**src/rtl/video_timing_rx.sv**
```systemverilog
// Sink-side 640x480 timing recovery: pixel coordinates, line/frame measurement and lock detection.
// Optional build macro VTRX_ERR_CNT_EN adds err_cnt, a saturating count of lock_err pulses.
module video_timing_rx #(
  parameter int H_TOTAL     = 800,
  parameter int H_ACTIVE    = 640,
  parameter int V_TOTAL     = 525,
  parameter int V_ACTIVE    = 480,
  parameter int LOCK_FRAMES = 2,
  parameter int CW          = 11
) (
  input  logic          clk_pix,
  input  logic          rst_pix_n,
  input  logic          hsync,
  input  logic          vsync,
  input  logic          de,
  output logic [CW-1:0] sx,
  output logic [CW-1:0] sy,
  output logic          active,
  output logic          frame_start,
  output logic [CW-1:0] h_total_o,
  output logic [CW-1:0] v_total_o,
  output logic          locked,
  output logic          lock_err
`ifdef VTRX_ERR_CNT_EN
  , output logic [15:0] err_cnt
`endif
);

  localparam logic [CW-1:0] MAXV   = '1;
  localparam logic [CW-1:0] HT_C   = CW'(H_TOTAL);
  localparam logic [CW-1:0] HA_C   = CW'(H_ACTIVE);
  localparam logic [CW-1:0] VT_C   = CW'(V_TOTAL);
  localparam logic [CW-1:0] VA_C   = CW'(V_ACTIVE);
  localparam logic [CW:0]   TO_LIM = (CW+1)'(2 * H_TOTAL);
  localparam logic [3:0]    LF_C   = 4'(LOCK_FRAMES);

  typedef enum logic [1:0] {SEARCH, MEASURE, LOCKED} state_t;

  function automatic logic [CW-1:0] sat_inc(input logic [CW-1:0] v);
    return (v == MAXV) ? v : v + 1'b1;
  endfunction

  state_t        state;
  logic          hs_prev, vs_prev, de_prev;
  logic          fs_pend, armed, bad_line;
  logic [CW-1:0] h_cnt, v_cnt, a_cnt, de_run;
  logic [3:0]    match_cnt;

  logic          hs_edge, vs_edge, de_rise, de_fall;
  logic [CW-1:0] h_tot_new, de_run_new, v_tot_new, a_tot_new;
  logic          line_bad, frame_good, timeout;

  assign hs_edge = hs_prev & ~hsync;
  assign vs_edge = vs_prev & ~vsync;
  assign de_rise = de & ~de_prev;
  assign de_fall = ~de & de_prev;

  // Totals include the current cycle so an edge landing on the closing cycle is not lost.
  assign h_tot_new  = sat_inc(h_cnt);
  assign de_run_new = de ? sat_inc(de_run) : de_run;
  assign v_tot_new  = hs_edge ? sat_inc(v_cnt) : v_cnt;
  assign a_tot_new  = de_fall ? sat_inc(a_cnt) : a_cnt;

  // Blanking lines carry no de at all; only lines with data must have exactly H_ACTIVE of it.
  assign line_bad = hs_edge & armed &
                    ((h_tot_new != HT_C) || (h_tot_new == MAXV) ||
                     ((de_run_new != '0) && (de_run_new != HA_C)));

  assign frame_good = (v_tot_new == VT_C) && (v_tot_new != MAXV) &&
                      (a_tot_new == VA_C) && !(bad_line | line_bad);

  assign timeout = ({1'b0, h_cnt} >= TO_LIM) && !hs_edge;

  always_ff @(posedge clk_pix or negedge rst_pix_n) begin
    if (!rst_pix_n) begin
      hs_prev     <= 1'b1;
      vs_prev     <= 1'b1;
      de_prev     <= 1'b0;
      active      <= 1'b0;
      frame_start <= 1'b0;
      fs_pend     <= 1'b0;
      sx          <= '0;
      sy          <= '0;
      h_cnt       <= '0;
      de_run      <= '0;
      v_cnt       <= '0;
      a_cnt       <= '0;
      h_total_o   <= '0;
      v_total_o   <= '0;
      armed       <= 1'b0;
      bad_line    <= 1'b0;
    end else begin
      hs_prev     <= hsync;
      vs_prev     <= vsync;
      de_prev     <= de;
      active      <= de;
      frame_start <= 1'b0;

      if (de_rise) begin
        sx <= '0;
        if (fs_pend) begin
          frame_start <= 1'b1;
          fs_pend     <= 1'b0;
        end
      end else if (de) begin
        sx <= sat_inc(sx);
      end
      if (vs_edge) fs_pend <= 1'b1;

      if (vs_edge)      sy <= '0;
      else if (de_fall) sy <= sat_inc(sy);

      // A line ending while still searching is never trusted for the next check.
      if (hs_edge) begin
        h_cnt     <= '0;
        de_run    <= '0;
        h_total_o <= h_tot_new;
        armed     <= (state != SEARCH);
      end else begin
        h_cnt  <= sat_inc(h_cnt);
        de_run <= de_run_new;
      end

      if (vs_edge) begin
        v_cnt     <= '0;
        a_cnt     <= '0;
        v_total_o <= v_tot_new;
        bad_line  <= 1'b0;
      end else begin
        v_cnt <= v_tot_new;
        a_cnt <= a_tot_new;
        if (line_bad) bad_line <= 1'b1;
      end
    end
  end

  always_ff @(posedge clk_pix or negedge rst_pix_n) begin
    if (!rst_pix_n) begin
      state     <= SEARCH;
      match_cnt <= '0;
      locked    <= 1'b0;
      lock_err  <= 1'b0;
`ifdef VTRX_ERR_CNT_EN
      err_cnt   <= '0;
`endif
    end else begin
      lock_err <= 1'b0;
      case (state)
        SEARCH: begin
          if (vs_edge) begin
            state     <= MEASURE;
            match_cnt <= '0;
          end
        end
        MEASURE: begin
          if (timeout) begin
            state     <= SEARCH;
            match_cnt <= '0;
          end else if (vs_edge) begin
            if (frame_good) begin
              match_cnt <= match_cnt + 4'd1;
              if (match_cnt + 4'd1 >= LF_C) begin
                state  <= LOCKED;
                locked <= 1'b1;
              end
            end else begin
              match_cnt <= '0;
            end
          end
        end
        LOCKED: begin
          if (timeout || (vs_edge && !frame_good)) begin
            state     <= MEASURE;
            locked    <= 1'b0;
            match_cnt <= '0;
            lock_err  <= 1'b1;
`ifdef VTRX_ERR_CNT_EN
            if (err_cnt != 16'hFFFF) err_cnt <= err_cnt + 16'd1;
`endif
          end
        end
        default: begin
          state     <= SEARCH;
          match_cnt <= '0;
          locked    <= 1'b0;
        end
      endcase
    end
  end

endmodule

```
**config.mk**
```make
export PLATFORM = sky130hd
export DESIGN_NAME = video_timing_rx
export DESIGN_NICKNAME = d
export VERILOG_FILES = /design/src/rtl/video_timing_rx.sv
export SDC_FILE = /design/constraint.sdc
export NUM_CORES = 1
export LEC_CHECK = 0
export BUFFER_PORTS_ARGS = -buffer_cell sky130_fd_sc_hd__buf_2
export CAP_MARGIN = 20
export CORE_ASPECT_RATIO = 0.5
export CORE_MARGIN = 5
export CORE_UTILIZATION = 54
export CTS_BUF_LIST = sky130_fd_sc_hd__clkbuf_8 sky130_fd_sc_hd__clkbuf_16
export CTS_CLUSTER_DIAMETER = 60
export DETAILED_ROUTE_END_ITERATION = 16
export PLACE_DENSITY = 0.77
export SLEW_MARGIN = 20
export SYNTH_ARGS = -nofsm -noshare
export SYNTH_HDL_FRONTEND = slang
export SYNTH_SLANG_ARGS = --single-unit
```
**constraint.sdc**
```tcl
create_clock -name clk_pix -period 2.9 [get_ports clk_pix]
set_clock_uncertainty 0.1 [all_clocks]
set_input_delay 0.58 -clock clk_pix [delete_from_list [all_inputs] [get_ports clk_pix]]
set_output_delay 0.58 -clock clk_pix [all_outputs]
set_load 0.1 [all_outputs]
```
* After elaboration in Yosys (flattened, before gate mapping)
Cells that the tools add are included.
** Word-level totals
- Register bits after elaboration :: 103
- Bits of input ports :: 5
- Output and inout bits :: 48
- Logic and storage cells :: 133
** Cells by class
- Add/subtract/negate cells :: 7
- Magnitude comparators :: 2
- Equal/unequal tests :: 25
- Muxes and demuxes :: 44
- Bitwise logic cells :: 12
- Reductions and logical operators :: 24
** Operators with widths (number)
- 11-bit 2-to-1 mux :: 17
- 11-bit equality test (second input constant) :: 7
- 11-bit by 1-bit adder with 11-bit output (second input constant) :: 6
- 11-bit by 10-bit != test with 1-bit output (second input constant) :: 2
- 4-bit 2-to-1 mux :: 5
- 2-bit != test (second input constant) :: 8
- 1-bit 2-to-1 mux :: 13
- 2-bit 2-to-1 mux :: 6
- 4-bit one-hot mux with 3 select lines :: 1
- 11-bit by 10-bit equality test with 1-bit output (second input constant) :: 1
- 11-bit by 9-bit equality test with 1-bit output (second input constant) :: 1
- 11-bit >= comparator (second input constant) :: 1
- 11-bit != test (second input constant) :: 1
- 11-bit nonzero test :: 1
- 2-bit nonzero test :: 5
- 3-bit != test (second input constant) :: 3
- 1-bit bitwise AND :: 6
- 1-bit logical AND :: 6
- 2-bit one-hot mux with 3 select lines :: 1
- 6-bit AND reduction :: 1
- 1-bit NOT :: 5
- 5-bit AND reduction :: 1
- 4-bit by 1-bit adder with 4-bit output (second input constant) :: 1
- 4-bit by 2-bit >= comparator with 1-bit output (second input constant) :: 1
- other kinds (9) :: 14

* Depth between registers and ports, before layout
- Depth in word-level cells :: 15
- Depth in mapped cells :: 10
- Gate-level depth less buffers :: 9

* Least setup slack after synthesis
Ideal clock, no wire load.
- Path kind :: reg-to-reg
- From :: register de_prev
- To :: register match_cnt[1]
- Library setup time :: 0.065 ns
- Arrival time :: 3.433 ns
- Required time :: 2.735 ns
- Path slack :: -0.699 ns
- Stages on the path, launching flop included :: 10
- Path buffers :: 1
- Clock period less this slack :: 3.599 ns
- Path through :: dfrtp_1 > nand4b_1 > or4_1 > a22oi_1 > nand4_1 > or4b_1 > buf_2 > or3_1 > o21ai_2 > a22o_1
** Between the ends
- Longest elaborated chain between the ends :: 10
- Elaborated cells between the ends (all ways) :: 14
- Classes of those cells :: eq/ne (2); mux (5); bitwise (1); reduce/logical (6)
** Ends and longest elaborated chain
- start: declaration :: line 44 : logic hs_prev, vs_prev, de_prev;
- start signal: assignment :: line 78 : de_prev <= 1'b0;
- start signal: assignment :: line 95 : de_prev <= de;
- 1-bit bitwise AND * :: line 56 : assign de_fall = ~de & de_prev;
- 11-bit 2-to-1 mux * :: line 62 : assign a_tot_new = de_fall ? sat_inc(a_cnt) : a_cnt;
- 11-bit by 9-bit equality test with 1-bit output * :: line 70 : (a_tot_new == VA_C) && !(bad_line | line_bad);
- 1-bit logical AND * :: line 69 : assign frame_good = (v_tot_new == VT_C) && (v_tot_new != MAXV) &&
- 1-bit logical AND * :: line 70
- parallel branches: the longest is 5 deep, another holds 4-bit 2-to-1 mux
- end signal: assignment :: line 161 : match_cnt <= match_cnt + 4'd1;
- end: declaration :: line 47 : logic [3:0] match_cnt;
Every way passes the cells marked *. The select of a mux whose other input is x is not followed.
A chain may end at the register's enable or synchronous reset.

* Final worst setup path
- From :: register hs_prev
- To :: register match_cnt[1]
** Between the ends
- Longest elaborated chain between the ends :: 11
- Elaborated cells between the ends (all ways) :: 23
- Classes of those cells :: eq/ne (4); mux (5); bitwise (4); reduce/logical (10)
** Ends and longest elaborated chain
- start: declaration :: line 44
- start signal: assignment :: line 93 : hs_prev <= hsync;
- 1-bit bitwise AND * :: line 53 : assign hs_edge = hs_prev & ~hsync;
- parallel branches: the longest is 10 deep, another holds 11-bit 2-to-1 mux
Marks and branches as above.

==> results.yml <==
synth:
  synth_nets: 602
  ys_seq_area_frac: 0.477
  synth_flop_cell: "dfrtp_1"
  syn_area_per_cell_um2: 9.21
  synth_top_family_by_area: "simple AND/OR/NAND/NOR gates"
  synth_mux_area_frac: 0.0185
  syn_area_um2: 5410
  yosys.area_share.adder: 0.0208
  synth_top_area_cell: "dfrtp_1"
  synth.area.top_cells: "dfrtp_1, nor2_1, nand2_1"
  syn_inst: 588
  synth_compound_area_frac: 0.145
  yosysWarnings: 0
  synth_edf_count: 0
  synthXorXnorAreaFrac: 0.0421
  synth_top_cell_area_share: 0.467
  synth-async-reset-ratio: 1.00
  synth-seq-cells: 103
  yosys.cell_types.count: 73
  synth-simple-area-share: 0.264
outcome:
  failed_checks: "negative setup slack"
  status: "complete, but fails checks"
die:
  start_util: 0.564
  die_w_um: 152
  fp.coreArea_um2: 9600
  num_rows: 25
  io_pins: 53
  fp.dieH_um: 80.8
  die-area_um2: 12200
power:
  ir_drop_uv: 372
  p_leak_nw: 3.11
  powerDensity_nw_per_um2: 593
critical_path:
  cp-start-kind: "flop"
  r2r_start: "hs_prev"
  crit_required_ns: 3.08
  critPathMaxFanout: 4
  crit_arrival_ns: 3.25
  worstSetupEndpointType: "flop"
  r2r_cells: 8
  r2r-end: "match_cnt[1]"
  reg2reg_slack_ns: -0.16
  crit_type: "reg -> reg"
timing:
  fin_crit_sh: 1.06
  hold_viol_final: 0
  final.setup.tns_ns: -0.592
  setup_viol: 6
  period_needed_ns: 3.06
  relSlewSlack: 0.511
  rsz0062_at_grt: "true"
  layout_setup_ws_ns: -0.162
  worst_pin_slew_ns: 0.734
  finalMaxSlewViolations: 0
  fmax_ghz: 0.327
clock_network:
  cts_buffers: 9
  path_clk_slew_ns: 0.07
  cts.path.max_buffers: 2
  clock_tree.root_cell: "clkbuf_16"
  cts_tree: "built"
  clock-sinks: 103
  htreeDepth: 3
  clock_latency_ns: 0.35
  ctsHoldBuffers: 0
placement:
  dp.cells: 810
  dp_slack_ns: -0.335
  dp_hpwl_um: 8670
  port-buffer-count: 52
  gp_congestion: 0.904
  dpl_cell_area_um2: 6230
layout:
  layout_common_cells: "dfrtp_1, nor2_1, nand2_1, buf_4, buf_2"
  fillers: 737
  diodes: 0
  finalInstanceArea_um2: 6690
  post_route_cells_drive_above_1_share: 0.252
  final_common_cell: "dfrtp_1"
  finalNetCount: 703
  final_cells: 829
  area_delta_synth_final_pct: 23.6
route:
  vias_per_cell: 5.75
  wire_per_inst_um: 15.6
  wl_um: 12900
  drc: 0
  drtIter0Drc: 317
  vias: 4766
  antenna_left: 0
  first_pass_iters: 5
min_path:
  hold_path_class: "in -> async"
grt:
  grt-ovfl-total: 0
  grt_max_degree: 47
  antenna_found_initial: 0
  grt.total_usage: 0.222
  grt_pass1_wl_um: 21900
  grt_pass1_vias: 4573
job:
  maxCapViolCount: 0
==> final cells by class <==
class	count	area [µm²]	area share
Timing Repair Buffer	116	756	0.113
Clock inverter	6	115	0.0172
Multi-Input combinational cell	445	2770	0.415
Clock buffer	10	239	0.0357
Inverter	14	52.6	0.00785
Tap cell	135	169	0.0252
Sequential cell	103	2580	0.386
==> power by group <==
group	internal (W)	switching, W	leakage (nW)	total [W]
Combinational	0.000243	0.000643	1.55	0.000886
Clock	0.000874	0.000547	0.170	0.00142
Sequential	0.00155	0.000114	1.39	0.00166
==> worst max path at each step <==
stage,start,to,slack (ns),cells after the start
2_1_floorplan,de,match_cnt[1],-0.22,10
6_report,hs_prev,match_cnt[1],-0.16,8
3_3_place_gp,hsync,match_cnt[1],-0.30,9
3_5_place_dp,hsync,match_cnt[1],-0.33,9
4_1_cts,hs_prev,match_cnt[1],-0.11,8
5_1_grt,v_cnt[0],match_cnt[1],-0.26,9
==> synthesized netlist by cell type (4+ instances only) <==
| cell type | n |
|---|---|
| and3_1 | 10 |
| nand3_1 | 25 |
| o21ai_0 | 47 |
| nand2_1 | 65 |
| clkbuf_1 | 18 |
| dfrtp_1 | 101 |
| nor2_1 | 76 |
| nand4_1 | 11 |
| a21oi_1 | 18 |
| a21o_1 | 6 |
| xnor2_1 | 10 |
| inv_1 | 14 |
| nor3_1 | 21 |
| o211ai_1 | 6 |
| a211oi_1 | 4 |
| o31ai_1 | 4 |
| or2_2 | 4 |
| xor2_1 | 16 |
| nand3b_1 | 6 |
| mux2i_1 | 10 |
| nand2b_1 | 7 |
| a31oi_1 | 8 |
| or3_1 | 10 |
| ha_1 | 9 |
| nor4_1 | 7 |
==> state kept, by name, summed over array words and instances (netlist names), 2 cells and up <==
name and flops:
h_cnt 11, h_total_o 11, de_run 11, match_cnt 4
state 2, a_cnt 11, sx 11, v_total_o 11
v_cnt 11, sy 11
==> critical path: stages (launching register included) <==
cell	delay, ns
dfstp_2	0.54
and4b_2	0.31
and3_4	0.21
a21oi_2	0.05
or4_1	0.54
or4b_4	0.56
or3_4	0.36
o21ai_4	0.17
a22o_1	0.16
==> layer usage <==
layer,routed length (µm),track usage,up-vias,part of all wire
met5,0,0,-,0
met4,256,0.0600,0,0.020
met3,682,0.0463,31,0.053
met2,6180,0.379,161,0.48
met1,5830,0.291,2274,0.45
li1,-,-,2300,-
==> stage by stage <==
stage | total power, W | util | hold slack [ns]
after floorplan | 0.00232 | - | 0.184
after global placement | 0.00253 | 0.648 | 0.355
after detailed placement | 0.00255 | 0.648 | 0.366
after CTS | 0.00399 | 0.692 | 0.147
after global routing | 0.00415 | 0.697 | 0.182
final | 0.00397 | 0.697 | 0.138
==> logic make-up after synthesis <==
| group | after synthesis |
|---|---|
| simple gates | 277 |
| compound gates | 123 |
| flops | 103 |
| buf+inv | 40 |
| xor+xnor | 26 |
| mux | 10 |
| fa+ha+maj | 9 |
==> repair_timing <==
item,CTS,global route
setup endpoints to repair,8,8
resized for setup,12,5
setup buffers,0,3
pin swaps,7,1
cloned,0,0
Power figures use the tool's default switching activity.
